File: src/rtl/icache_refill_unit.sv
// rtl/icache_refill_unit.sv - instruction-cache line refill engine (miss -> burst read -> line write)
//
// Optional feature macro: ICACHE_REFILL_PERF_CNT_EN (adds o_refill_cnt)
//
// Ports:
//   i_clk, i_arst          clock, asynchronous active-low reset
//   i_icache_miss          fetch-stage miss for the current PC
//   i_miss_addr            miss address (low 6 bits ignored, line aligned)
//   o_arvalid/i_arready    read-address handshake
//   o_araddr/arlen/arsize/arburst  burst descriptor (INCR, BEATS beats)
//   i_rvalid/o_rready      read-data handshake
//   i_rdata/i_rresp/i_rlast  beat payload, response, last-beat marker
//   o_instr_block          assembled cache line
//   o_instr_we             one-cycle line write strobe
//   o_stall_fetch          fetch stall request
//   o_bus_error            sticky refill error flag
//   o_refill_cnt           saturating count of completed refills (macro only)

module icache_refill_unit #(
    parameter int ADDR_WIDTH  = 64,
    parameter int BLOCK_WIDTH = 512,
    parameter int DATA_WIDTH  = 64
) (
    input  logic                   i_clk,
    input  logic                   i_arst,
    input  logic                   i_icache_miss,
    input  logic [ADDR_WIDTH-1:0]  i_miss_addr,
    output logic                   o_arvalid,
    input  logic                   i_arready,
    output logic [ADDR_WIDTH-1:0]  o_araddr,
    output logic [7:0]             o_arlen,
    output logic [2:0]             o_arsize,
    output logic [1:0]             o_arburst,
    input  logic                   i_rvalid,
    output logic                   o_rready,
    input  logic [DATA_WIDTH-1:0]  i_rdata,
    input  logic [1:0]             i_rresp,
    input  logic                   i_rlast,
    output logic [BLOCK_WIDTH-1:0] o_instr_block,
    output logic                   o_instr_we,
    output logic                   o_stall_fetch,
    output logic                   o_bus_error
`ifdef ICACHE_REFILL_PERF_CNT_EN
    ,
    output logic [31:0]            o_refill_cnt
`endif
);

    localparam int BEATS = BLOCK_WIDTH / DATA_WIDTH;
    localparam int CW    = (BEATS > 1) ? $clog2(BEATS) : 1;
    localparam logic [CW-1:0] LAST_BEAT = CW'(BEATS - 1);

    localparam logic [1:0] IDLE  = 2'd0;
    localparam logic [1:0] ADDR  = 2'd1;
    localparam logic [1:0] DATA  = 2'd2;
    localparam logic [1:0] WRITE = 2'd3;

    logic [1:0]            state;
    logic [CW-1:0]         cnt;
    logic [ADDR_WIDTH-1:0] addr_q;
    logic                  burst_err;

    logic beat_ok;
    logic beat_err;
    logic err_now;

    // Low address bits are replaced by the line offset of zero.
    logic unused_addr_lsbs;
    assign unused_addr_lsbs = ^i_miss_addr[5:0];

    assign o_arvalid     = (state == ADDR);
    assign o_araddr      = addr_q;
    assign o_rready      = (state == DATA);
    assign o_instr_we    = (state == WRITE);
    assign o_stall_fetch = i_icache_miss | (state != IDLE);

    assign o_arlen   = 8'(BEATS - 1);
    assign o_arsize  = 3'($clog2(DATA_WIDTH / 8));
    assign o_arburst = 2'b01;

    assign beat_ok  = i_rvalid & o_rready;
    assign beat_err = (i_rresp != 2'b00);
    // Error status including the beat being accepted this cycle.
    assign err_now  = burst_err | beat_err;

    always_ff @(posedge i_clk or negedge i_arst) begin
        if (!i_arst) begin
            state         <= IDLE;
            cnt           <= '0;
            addr_q        <= '0;
            burst_err     <= 1'b0;
            o_instr_block <= '0;
            o_bus_error   <= 1'b0;
        end else begin
            case (state)
                IDLE: begin
                    if (i_icache_miss) begin
                        addr_q    <= {i_miss_addr[ADDR_WIDTH-1:6], 6'b0};
                        cnt       <= '0;
                        burst_err <= 1'b0;
                        state     <= ADDR;
                    end
                end
                ADDR: begin
                    if (i_arready) begin
                        state <= DATA;
                    end
                end
                DATA: begin
                    if (beat_ok) begin
                        for (int b = 0; b < BEATS; b++) begin
                            if (cnt == CW'(b)) begin
                                o_instr_block[b*DATA_WIDTH +: DATA_WIDTH] <= i_rdata;
                            end
                        end
                        cnt <= (cnt == LAST_BEAT) ? '0 : cnt + 1'b1;
                        if (beat_err) begin
                            burst_err <= 1'b1;
                        end
                        if (i_rlast) begin
                            if ((cnt == LAST_BEAT) && !err_now) begin
                                state <= WRITE;
                            end else begin
                                o_bus_error <= 1'b1;
                                state       <= IDLE;
                            end
                        end else if (cnt == LAST_BEAT) begin
                            // Overlong burst: flag now, keep draining until
                            // the slave finally signals last; the line is
                            // never written because burst_err is now set.
                            o_bus_error <= 1'b1;
                            burst_err   <= 1'b1;
                        end
                    end
                end
                WRITE: begin
                    state <= IDLE;
                end
                default: begin
                    state <= IDLE;
                end
            endcase
        end
    end

`ifdef ICACHE_REFILL_PERF_CNT_EN
    always_ff @(posedge i_clk or negedge i_arst) begin
        if (!i_arst) begin
            o_refill_cnt <= '0;
        end else if (o_instr_we && (o_refill_cnt != 32'hFFFF_FFFF)) begin
            o_refill_cnt <= o_refill_cnt + 32'd1;
        end
    end
`endif

endmodule

File: config.mk
export PLATFORM = sky130hd
export DESIGN_NAME = icache_refill_unit
export DESIGN_NICKNAME = d
export VERILOG_FILES = /design/src/rtl/icache_refill_unit.sv
export SDC_FILE = /design/constraint.sdc
export NUM_CORES = 1
export LEC_CHECK = 0
export BUFFER_PORTS_ARGS = -buffer_cell sky130_fd_sc_hd__buf_4
export CORE_AREA = 2 2 284 286
export DETAILED_ROUTE_END_ITERATION = 12
export DIE_AREA = 0 0 286 288
export GPL_TIMING_DRIVEN = 0
export HOLD_SLACK_MARGIN = 0.06
export SYNTH_ARGS = -nofsm -noshare
export SYNTH_HDL_FRONTEND = slang
export SYNTH_SLANG_ARGS = --single-unit
File: constraint.sdc
create_clock -name i_clk -period 2.65 [get_ports i_clk]
set_clock_uncertainty 0.15 [all_clocks]
set_input_delay 0.265 -clock i_clk [delete_from_list [all_inputs] [get_ports i_clk]]
set_output_delay 0.265 -clock i_clk [all_outputs]
set_load 0.01 [all_outputs]
==> results.md, run 1 <==
* Slowest Stage Delay on Critical Path at 460 ps
* CTS buffer count at 67
* Critical path's most frequent cell: ha_1
* Synth area leaders: dfrtp_1 66%, mux2_2 25%, mux2_4 4.1%, buf_2 1.0%, mux2_1 0.87%
* Final TNS setup at 0 ps
* Port Buffer Count at ~700
* Synthesized area at 22,000 um2
* CTS H-tree depth at 3
* Setup repair after global routing missed its margin: false
* Total congestion overflow at 0
* Fmax at 405 MHz
* Crit-path slowest cell: buf_2
* Sequential element share of the synthesized area at 0.656
* Synth Area per Inst at 17.3 um2
* Post-placement cell area at approximately 29,000 um2
* Vias at 14,565
* Critical Path End Type: flip-flop
* Post-synth EDFFs at 0
* Synth cell count leaders: 577 x dfrtp_1, 493 x mux2_2, 60 x mux2_4
* Hold Slack at between 200 and 300 ps
* Gpl congestion at ~0.82
* Die height at about 290 um
* Max-Cap Viols at 0
* Crit path max fanout at 11
* Number of DRC markers after the initial detailed-route iteration at 494
* P&R area growth vs syn at 47.8%
* Library cells used by synthesis at 35
* Minimum clock period at approximately 2500 ps
* Post-route design area at 32,500 um2
* Antenna violations before repair at 4
* Final WS setup at 183 ps
* Die width at 286 um
* Gr usage total at 0.170
* Final setup viols at 0
* First-pass GRT wire length at 105 mm
* Synthesized instance count at 1,274
* Multi-input gate area at 7050 um2
* Antenna Violating Nets Remaining at 0
* Via density at 4.40
* Worst slew pin tran at 592 ps
* Critical Path RT at 2980 ps
* Yosys warns at 0
* Wirelength per Cell at 21.8 um
* Routed wire length at 72.3 mm
* HPWL after DPL at 50.7 mm
* CP startpoint kind: flip-flop
* Fin. Hold Viols at 0
* Row cnt at 104
* Starting Density at 0.276
* Count leader, synth: dfrtp_1
* CTS tree: yes
* Crit path kind: reg -> reg
* Post-layout nets at 2,350
* Leak pwr at roughly 0.017 uW
* Root Driver: clkbuf_16
* Fraction of layout cells with a size suffix above 1 at 0.647
* Crit share post-route at 0.931
* Async set-reset flop share out of synthesis at 1.00
* Fillers at 7,327
* PwrDens at 892 nW/um2
* Post-synth top area share at 0.656
* Max Buffers Root-to-Sink at 3
* Drt pass-1 iters at 4
* Max-Slew Margin vs Limit at 0.605
* Outcome: complete, no violations
* Fin util at 0.409
* Worst hold-check path type: in -> reg
* DIE AREA at just over 80,000 um2
* Largest net degree at the start of global routing at 122
* FF/Latch Area at about 14,000 um2
* Core box area at 79,600 um2
* Clock Sinks at 577
* Skew-Pair Late Insertion Delay at 600 ps
* Number of global-route vias before repair at ~16,000
* Worst-path clk slew at roughly 60 ps
* Ports at 730
* Worst Path Arrival at about 2800 ps
* Top FF cell, synth: dfrtp_1
* Maximum VDD drop at 0.647 mV
* Critical path, cell by cell: ha_1, ha_1, nand2_2, buf_2, mux2_2
* DRC violations left at 0
* Placement Setup Slack at -580 ps
* Seq cells post-synth at 577
* Final Max Slew Viols at 0
* Dominant cell type by area after synthesis: dfrtp_1
## per-stage QoR
| step | power, uW | cells |
|---|---|---|
| finish | 29000 | 3312 |
| global route | 30400 | 3311 |
| CTS | 29400 | 3309 |
| detailed placement | 19600 | 3060 |
| global placement | 19400 | 3055 |
| floorplan | 15100 | 1291 |
## state kept, by name, summed over array words and instances (netlist names)
signal         cells
o_instr_block    512
o_bus_error        1
cnt                3
state              2
burst_err          1
o_araddr          58
## metal layers
layer	GRT usage	wire length, um	vias up
li1	-	-	6347
met1	0.204	28800	7528
met2	0.287	35600	578
met3	0.0495	5510	112
met4	0.0687	2460	0
met5	0	0	-
## placed cells by master, fill, tap and decap left out, types with 5 or more instances in the layout
| master | count |
|---|---|
| dlygate4sd3_1 | 131 |
| ha_1 | 7 |
| mux2_1 | 17 |
| mux2_4 | 60 |
| bufinv_16 | 5 |
| conb_1 | 19 |
| mux2_2 | 493 |
| clkbuf_16 | 69 |
| buf_12 | 9 |
| dfrtp_1 | 577 |
| nand2_1 | 5 |
| buf_2 | 43 |
| inv_1 | 6 |
| buf_4 | 731 |
| clkbuf_1 | 12 |
| buf_16 | 6 |
| clkinv_2 | 5 |
| clkbuf_8 | 16 |
## power breakdown
part / total, uW / internal (uW) / switching, uW
logic: 7800 / 4460 / 3340
registers: 11800 / 10700 / 1140
clock network: 9390 / 5630 / 3760
## repair_timing
item | CTS | global route
endpoints found under the hold margin | 720 | 0
gates resized for setup | 2 | 0
pin swaps | 1 | 0
buffers inserted | 4 | 0
hold buffers | 132 | 0
cloned | 0 | 2
endpoints found under the setup margin | 63 | 149
## kinds of logic after synthesis
logic type      synth area share
compound gates           0.00296
fa+ha+maj                0.00398
buf+inv                   0.0267
flops                      0.656
mux                        0.302
other cells             0.000341
simple gates             0.00813
## critical path: cells and delay by family (launching register included)
family                     cells  cell delay [ps]
adders and majority gates      2              480
buffers and inverters          1              460
DFF                            1              440
and+or+nand+nor                1              400
muxes                          1              390
## cell type report
cell class,instances,share of cell area
Tap cell,1060,0.0408
Sequential cell,577,0.444
Clock inverter,18,0.00950
Buffer,78,0.0174
Antenna cell,1,0.0000769
Multi-Input combinational cell,630,0.217
Inverter,6,0.000692
Clock buffer,95,0.0597
Timing Repair Buffer,847,0.211
## worst paths after layout
kind                                         start                  to  slack, ps  cells after the start
min in group asynchronous                   i_arst   o_instr_block[74]        630                      4
worst min register to register  o_instr_block[409]  o_instr_block[409]        340                      1
worst max-delay path                        cnt[0]  o_instr_block[482]        180                      5
max in group asynchronous                   i_arst  o_instr_block[436]        400                      6
worst max register to register              cnt[0]  o_instr_block[482]        180                      5
worst min-delay path                 i_icache_miss              cnt[1]        270                      4
Power figures use the tool's default switching activity.
==> run 2: changes to the inputs <==
- MAX_ROUTING_LAYER: default -> met4
==> run 2 against run 1 <==
Compared with the run above: power barely moved; setup slack got worse by 39 ps; fmax fell by 1.6%; global-route usage rose by 0.51 points; largest power group unchanged; non-clock buffer count did not move; sequential cell count did not move; core utilization did not move; critical path depth did not move; clock-buffer cell count did not move.
==> results.md, run 2 (same netlist as run 1, synthesis figures left out) <==
* Crit path kind: reg -> reg (unchanged)
* CTS H-tree depth at 3 (unchanged)
* Max-Cap Viols at 0 (unchanged)
* Via density at 4.39 (was 4.40)
* Total congestion overflow at 0 (unchanged)
* DIE AREA at 82,400 um2 (unchanged)
* Final TNS setup at 0 ps (unchanged)
* Worst setup endpoint: o_instr_block[482] (unchanged)
* Crit share post-route at 0.946 (was 0.931)
* Port Buffer Count at 704 (unchanged)
* Largest net degree at the start of global routing at 122 (unchanged)
* Setup repair after global routing missed its margin: false (unchanged)
* Number of global-route vias before repair at 15,758 (was 15,691)
* Top reg by flops: o_instr_block (unchanged)
* Drt pass-1 iters at 5 (was 4)
* Clock Sinks at 577 (unchanged)
* Number of DRC markers after the initial detailed-route iteration at 562 (was 494)
* Starting Density at 0.276 (unchanged)
* Gr usage total at 0.175 (was 0.170)
* CP startpoint kind: flip-flop (unchanged)
* Gpl congestion at 0.828 (was 0.816)
* Placement Setup Slack at -580 ps (unchanged)
* Outcome: complete, no violations (unchanged)
* Fillers at 7,328 (was 7,327)
* Crit path max fanout at 11 (unchanged)
* Worst hold-check path type: in -> reg (unchanged)
* DRC violations left at 0 (unchanged)
* Ports at 730 (unchanged)
* Root Driver: clkbuf_16 (unchanged)
* Minimum clock period at 2510 ps (was 2470 ps)
* CTS tree: yes (unchanged)
* CTS buffer count at 67 (unchanged)
* Fmax at 399 MHz (was 405 MHz)
* Fin. Hold Viols at 0 (unchanged)
* R2R Setup Slk at 140 ps (was 180 ps)
* PwrDens at 892 nW/um2 (about the same)
* Critical path, cell by cell: ha_1, ha_1, nand2_2, buf_2, mux2_2 (unchanged)
* Fraction of layout cells with a size suffix above 1 at 0.647 (unchanged)
* Max Buffers Root-to-Sink at 3 (unchanged)
* Max-Slew Margin vs Limit at 0.605 (about the same)
* Worst r2r path cells at 5 (unchanged)
* Row cnt at 104 (unchanged)
* Post-layout nets at 2,350 (unchanged)
* HPWL after DPL at 50.7 mm (unchanged)
* Reg-to-reg critical path startpoint: cnt[0] (unchanged)
* Critical path's most frequent cell: ha_1 (unchanged)
* Power Total at 29,000 uW (about the same)
* Worst-path clk slew at 60 ps (about the same)
* Final WS setup at 144 ps (was 183 ps)
* Leak pwr at 0.0169 uW (unchanged)
* Largest delay contributor family on the critical path: adder cells (unchanged)
* Commonest non-fill, non-tap cells in the layout: 731 x buf_4, 577 x dfrtp_1, 493 x mux2_2 (unchanged)
* Die height at 288 um (unchanged)
* CP Launch Point: cnt[0] (unchanged)
* Largest register FFs at 512 (unchanged)
* First-pass GRT wire length at 105 mm (about the same)
* Vias at 14,541 (was 14,565)
* Critical Path RT at 2980 ps (about the same)
* Critical Path End Type: flip-flop (unchanged)
* Worst Path Buf+Inv at 1 (unchanged)
* Wirelength per Cell at 21.8 um (about the same)
* Worst slew pin tran at 592 ps (about the same)
* Final Max Slew Viols at 0 (unchanged)
* Die width at 286 um (unchanged)
* Maximum VDD drop at 0.646 mV (was 0.647 mV)
* Routed wire length at 72.3 mm (about the same)
* Antenna Violating Nets Remaining at 0 (unchanged)
* FF-to-FF End: o_instr_block[482] (unchanged)
* P&R area growth vs syn at 47.8% (unchanged)
* Skew-Pair Late Insertion Delay at 600 ps (about the same)
* Worst Path Arrival at 2840 ps (was 2800 ps)
* Crit-path slowest cell: buf_2 (unchanged)
* Hold Slack at 256 ps (was 268 ps)
* Core box area at 79,600 um2 (unchanged)
* Most common cell after layout, fill and taps aside: buf_4 (unchanged)
* Final setup viols at 0 (unchanged)
* Levels on crit path at 5 (unchanged)
* Antenna violations before repair at 4 (unchanged)
* Slowest Stage Delay on Critical Path at 480 ps (was 460 ps)
-- run 2: cell counts in the layout (fill, tap and decap cells not counted) --
Identical to the previous run, type by type.
-- run 2: per-layer routing --
metal	GRT usage	vias up	wire, um	share of wire
met1	0.205	7491	28900	0.40
met3	0.0470	117	5410	0.075
met4	0.0687	0	2480	0.034
met2	0.286	587	35600	0.49
met5	-	-	0	0
li1	-	6346	-	-
-- run 2: worst min-delay path by stage --
stage	startpoint	to	slack, ps	cells past startpoint
5_1_grt	i_miss_addr[46]	o_araddr[46]	260	3
3_3_place_gp	o_bus_error	o_bus_error	310	1
2_1_floorplan	i_arst	burst_err	-180	0
3_5_place_dp	i_arst	o_instr_block[394]	70	1
4_1_cts	i_icache_miss	cnt[1]	210	4
6_report	i_icache_miss	cnt[1]	260	4
-- run 2: worst reg2reg max path, stage by stage (launching register included) --
cell     delay (ps)
dfrtp_1         440
ha_1            260
ha_1            220
nand2_2         440
buf_2           480
mux2_2          410
-- run 2: area by class of cell --
class                      count  area, um2  area share
antenna                        1       2.50   0.0000769
timing repair buffer         847       6870       0.211
clock buffer                  95       1940      0.0597
buffer                        78        567      0.0174
inverter                       6       22.5    0.000692
multi-input combinational    630       7050       0.217
tap                         1060       1330      0.0408
clock inverter                18        309     0.00950
sequential                   577      14400       0.444
-- run 2: stage by stage --
stage | instance area, um2 | util | instances
after floorplan | 22100 | - | 1291
after global placement | 28700 | 0.360 | 3055
after detailed placement | 28800 | 0.362 | 3060
after CTS | 32500 | 0.408 | 3309
after global routing | 32500 | 0.408 | 3311
final | 32500 | 0.409 | 3312
-- run 2: timing repair --
action | 4_1_cts | 5_1_grt
pin swaps | 1 | 0
endpoints found under the hold margin | 720 | 0
hold buffers | 132 | 0
setup endpoints to repair | 63 | 152
resized for setup | 2 | 0
gates cloned | 0 | 2
buffers inserted | 4 | 0
-- run 2: power breakdown --
group | switching, uW | leakage (uW) | internal (uW)
Clock | 3760 | 0.00110 | 5640
Combinational | 3350 | 0.00806 | 4460
Sequential | 1140 | 0.00772 | 10700
==> run 3: changes to the inputs <==
- CORE_AREA: 2 2 284 286 -> 2 2 283 285
- DIE_AREA: 0 0 286 288 -> 0 0 285 287
==> run 3 against run 2 <==
Compared with the run above: cell area down 0.62%; via count down 0.35%; register-to-register slack worse by 20 ps; hold slack worse by 64 ps; non-clock buffer count down 1; die area down 0.70%; critical path type unchanged; critical endpoint is now o_instr_block[269].
==> results.md, run 3 (same netlist as run 1, synthesis figures left out) <==
* Crit-path slowest cell: dfrtp_1 (was buf_2)
* Drt pass-1 iters at 4 (was 5)
* Hold Startpoint: i_icache_miss (unchanged)
* R2R Setup Slk at 120 ps (was 140 ps)
* Multi-input gate area at 7060 um2 (was 7050 um2)
* PwrDens at 879 nW/um2 (was 892 nW/um2)
* Max Buffers Root-to-Sink at 3 (unchanged)
* Gpl congestion at 0.799 (was 0.828)
* Worst-path clk slew at 60 ps (about the same)
* Worst Path Arrival at 2870 ps (was 2840 ps)
* DIE AREA at 81,800 um2 (was 82,400 um2)
* Starting Density at 0.280 (was 0.276)
* Outcome: complete, no violations (unchanged)
* Root Driver: clkbuf_16 (unchanged)
* Maximum VDD drop at 0.720 mV (was 0.646 mV)
* Fin util at 0.411 (was 0.409)
* Fillers at 7,294 (was 7,328)
* Commonest non-fill, non-tap cells in the layout: 730 x buf_4, 577 x dfrtp_1, 493 x mux2_2 (was 731 x buf_4, 577 x dfrtp_1, 493 x mux2_2)
* Fmax at 395 MHz (was 399 MHz)
* Wirelength per Cell at 21.4 um (was 21.8 um)
* Hold Path Sink: cnt[2] (was cnt[1])
* DRC violations left at 0 (unchanged)
* Critical Path End Type: flip-flop (unchanged)
* Clock Sinks at 577 (unchanged)
* Leak pwr at 0.0168 uW (was 0.0169 uW)
* Critical path, cell by cell: inv_1, ha_1, nand4b_1, or2_1, buf_2, buf_2, mux2_2 (was ha_1, ha_1, nand2_2, buf_2, mux2_2)
* Minimum clock period at 2530 ps (was 2510 ps)
* Gr usage total at 0.172 (was 0.175)
* Fin. Hold Viols at 0 (unchanged)
* CTS buffer count at 61 (was 67)
* Total congestion overflow at 0 (unchanged)
* Core box area at 78,600 um2 (was 79,600 um2)
* CP Launch Point: cnt[0] (unchanged)
* Number of DRC markers after the initial detailed-route iteration at 547 (was 562)
* CP startpoint kind: flip-flop (unchanged)
* HPWL after DPL at 50.0 mm (was 50.7 mm)
* Reg-to-reg critical path startpoint: cnt[0] (unchanged)
* Final setup viols at 0 (unchanged)
* Routed wire length at 70.6 mm (was 72.3 mm)
* Ports at 730 (unchanged)
* CTS H-tree depth at 2 (was 3)
* Die height at 287 um (was 288 um)
* P&R area growth vs syn at 46.9% (was 47.8%)
* Setup repair after global routing missed its margin: false (unchanged)
* FF-to-FF End: o_instr_block[269] (was o_instr_block[482])
* Critical path's most frequent cell: buf_2 (was ha_1)
* Power Total at 28,400 uW (was 29,000 uW)
* Number of global-route vias before repair at 15,740 (was 15,758)
* Fraction of layout cells with a size suffix above 1 at 0.645 (was 0.647)
* Post-route design area at 32,300 um2 (was 32,500 um2)
* Largest register FFs at 512 (unchanged)
* Final TNS setup at 0 ps (unchanged)
* Most common cell after layout, fill and taps aside: buf_4 (unchanged)
* Max-Slew Margin vs Limit at 0.562 (was 0.605)
* Via density at 4.39 (about the same)
* Antenna Violating Nets Remaining at 0 (unchanged)
* Row cnt at 103 (was 104)
* FF/Latch Area at 14,400 um2 (unchanged)
* Skew-Pair Late Insertion Delay at 610 ps (was 600 ps)
* Worst r2r path cells at 7 (was 5)
* Die width at 285 um (was 286 um)
* Max-Cap Viols at 0 (unchanged)
* Crit share post-route at 0.955 (was 0.946)
* Post-placement cell area at 28,800 um2 (about the same)
* Worst hold-check path type: in -> reg (unchanged)
* Hold depth at 4 (unchanged)
* Antenna violations before repair at 0 (was 4)
* Top reg by flops: o_instr_block (unchanged)
* Crit path max fanout at 10 (was 11)
* Largest net degree at the start of global routing at 123 (was 122)
* Crit path kind: reg -> reg (unchanged)
* Port Buffer Count at 704 (unchanged)
* Worst slew pin tran at 657 ps (was 592 ps)
* Slowest Stage Delay on Critical Path at 430 ps (was 480 ps)
* Vias at 14,490 (was 14,541)
* CTS tree: yes (unchanged)
* Final Max Slew Viols at 0 (unchanged)
* First-pass GRT wire length at 104 mm (was 105 mm)
* Post-layout nets at 2,343 (was 2,350)
* Critical Path RT at 2990 ps (was 2980 ps)
## run 3: cell count changes in the layout (fill, tap and decap cells not counted), sizes merged
cell / change
clkbuf: -4
clkinv: +4
buf: -3
diode: +3
inv: -3
clkinvlp: +2
bufinv: +1
dlygate4sd3: +1
## run 3: per-layer routing
layer  vias up  part of all wire  global-route usage  routed length [um]
met4         0             0.035              0.0613                2500
met1      7476              0.39               0.196               27600
met5         -                 0                   -                   0
met2       528              0.51               0.295               35800
met3       124             0.066              0.0425                4640
li1       6362                 -                   -                   -
## run 3: cell type report
| type | instances | share of cell area |
|---|---|---|
| Tap cell | 1050 | 0.0406 |
| Buffer | 78 | 0.0176 |
| Clock buffer | 90 | 0.0556 |
| Timing Repair Buffer | 846 | 0.212 |
| Antenna cell | 4 | 0.000310 |
| Clock inverter | 22 | 0.00882 |
| Inverter | 6 | 0.000697 |
| Sequential cell | 577 | 0.447 |
| Multi-Input combinational cell | 630 | 0.218 |
## run 3: worst max-delay path by stage
stage	end	depth (start not counted)
2_1_floorplan	o_instr_block[10]	6
3_3_place_gp	o_araddr[39]	1
3_5_place_dp	o_instr_block[34]	6
4_1_cts	o_instr_block[260]	7
5_1_grt	o_instr_block[295]	7
6_report	o_instr_block[269]	7
## run 3: critical path: cells and delay by family (launching register included)
kind	cells	cell delay, ps
fa+ha+maj	1	200
flops	1	430
buf+inv	3	940
mux	1	380
simple gates	2	270
## run 3: per-stage QoR
step / cells / hold WS, ps / setup WS [ps]
finish: 3303 / 191 / 119
global placement: 3045 / 313 / -4900
global route: 3299 / 208 / 7.44
detailed placement: 3050 / 104 / -487
floorplan: 1291 / -181 / 784
CTS: 3298 / 159 / 52.5
## run 3: power by group
group | switching [uW] | total, uW | internal (uW) | leakage, uW
clock | 3580 | 8840 | 5270 | 0.00102
sequential | 1110 | 11800 | 10700 | 0.00772
combinational | 3340 | 7790 | 4450 | 0.00806
## run 3: repair_timing
item,CTS,global route
resized for setup,1,3
gates cloned,0,1
endpoints found under the setup margin,60,103
pin swaps,1,0
hold endpoints to repair,914,0
setup buffers,3,0
hold buffers,133,0
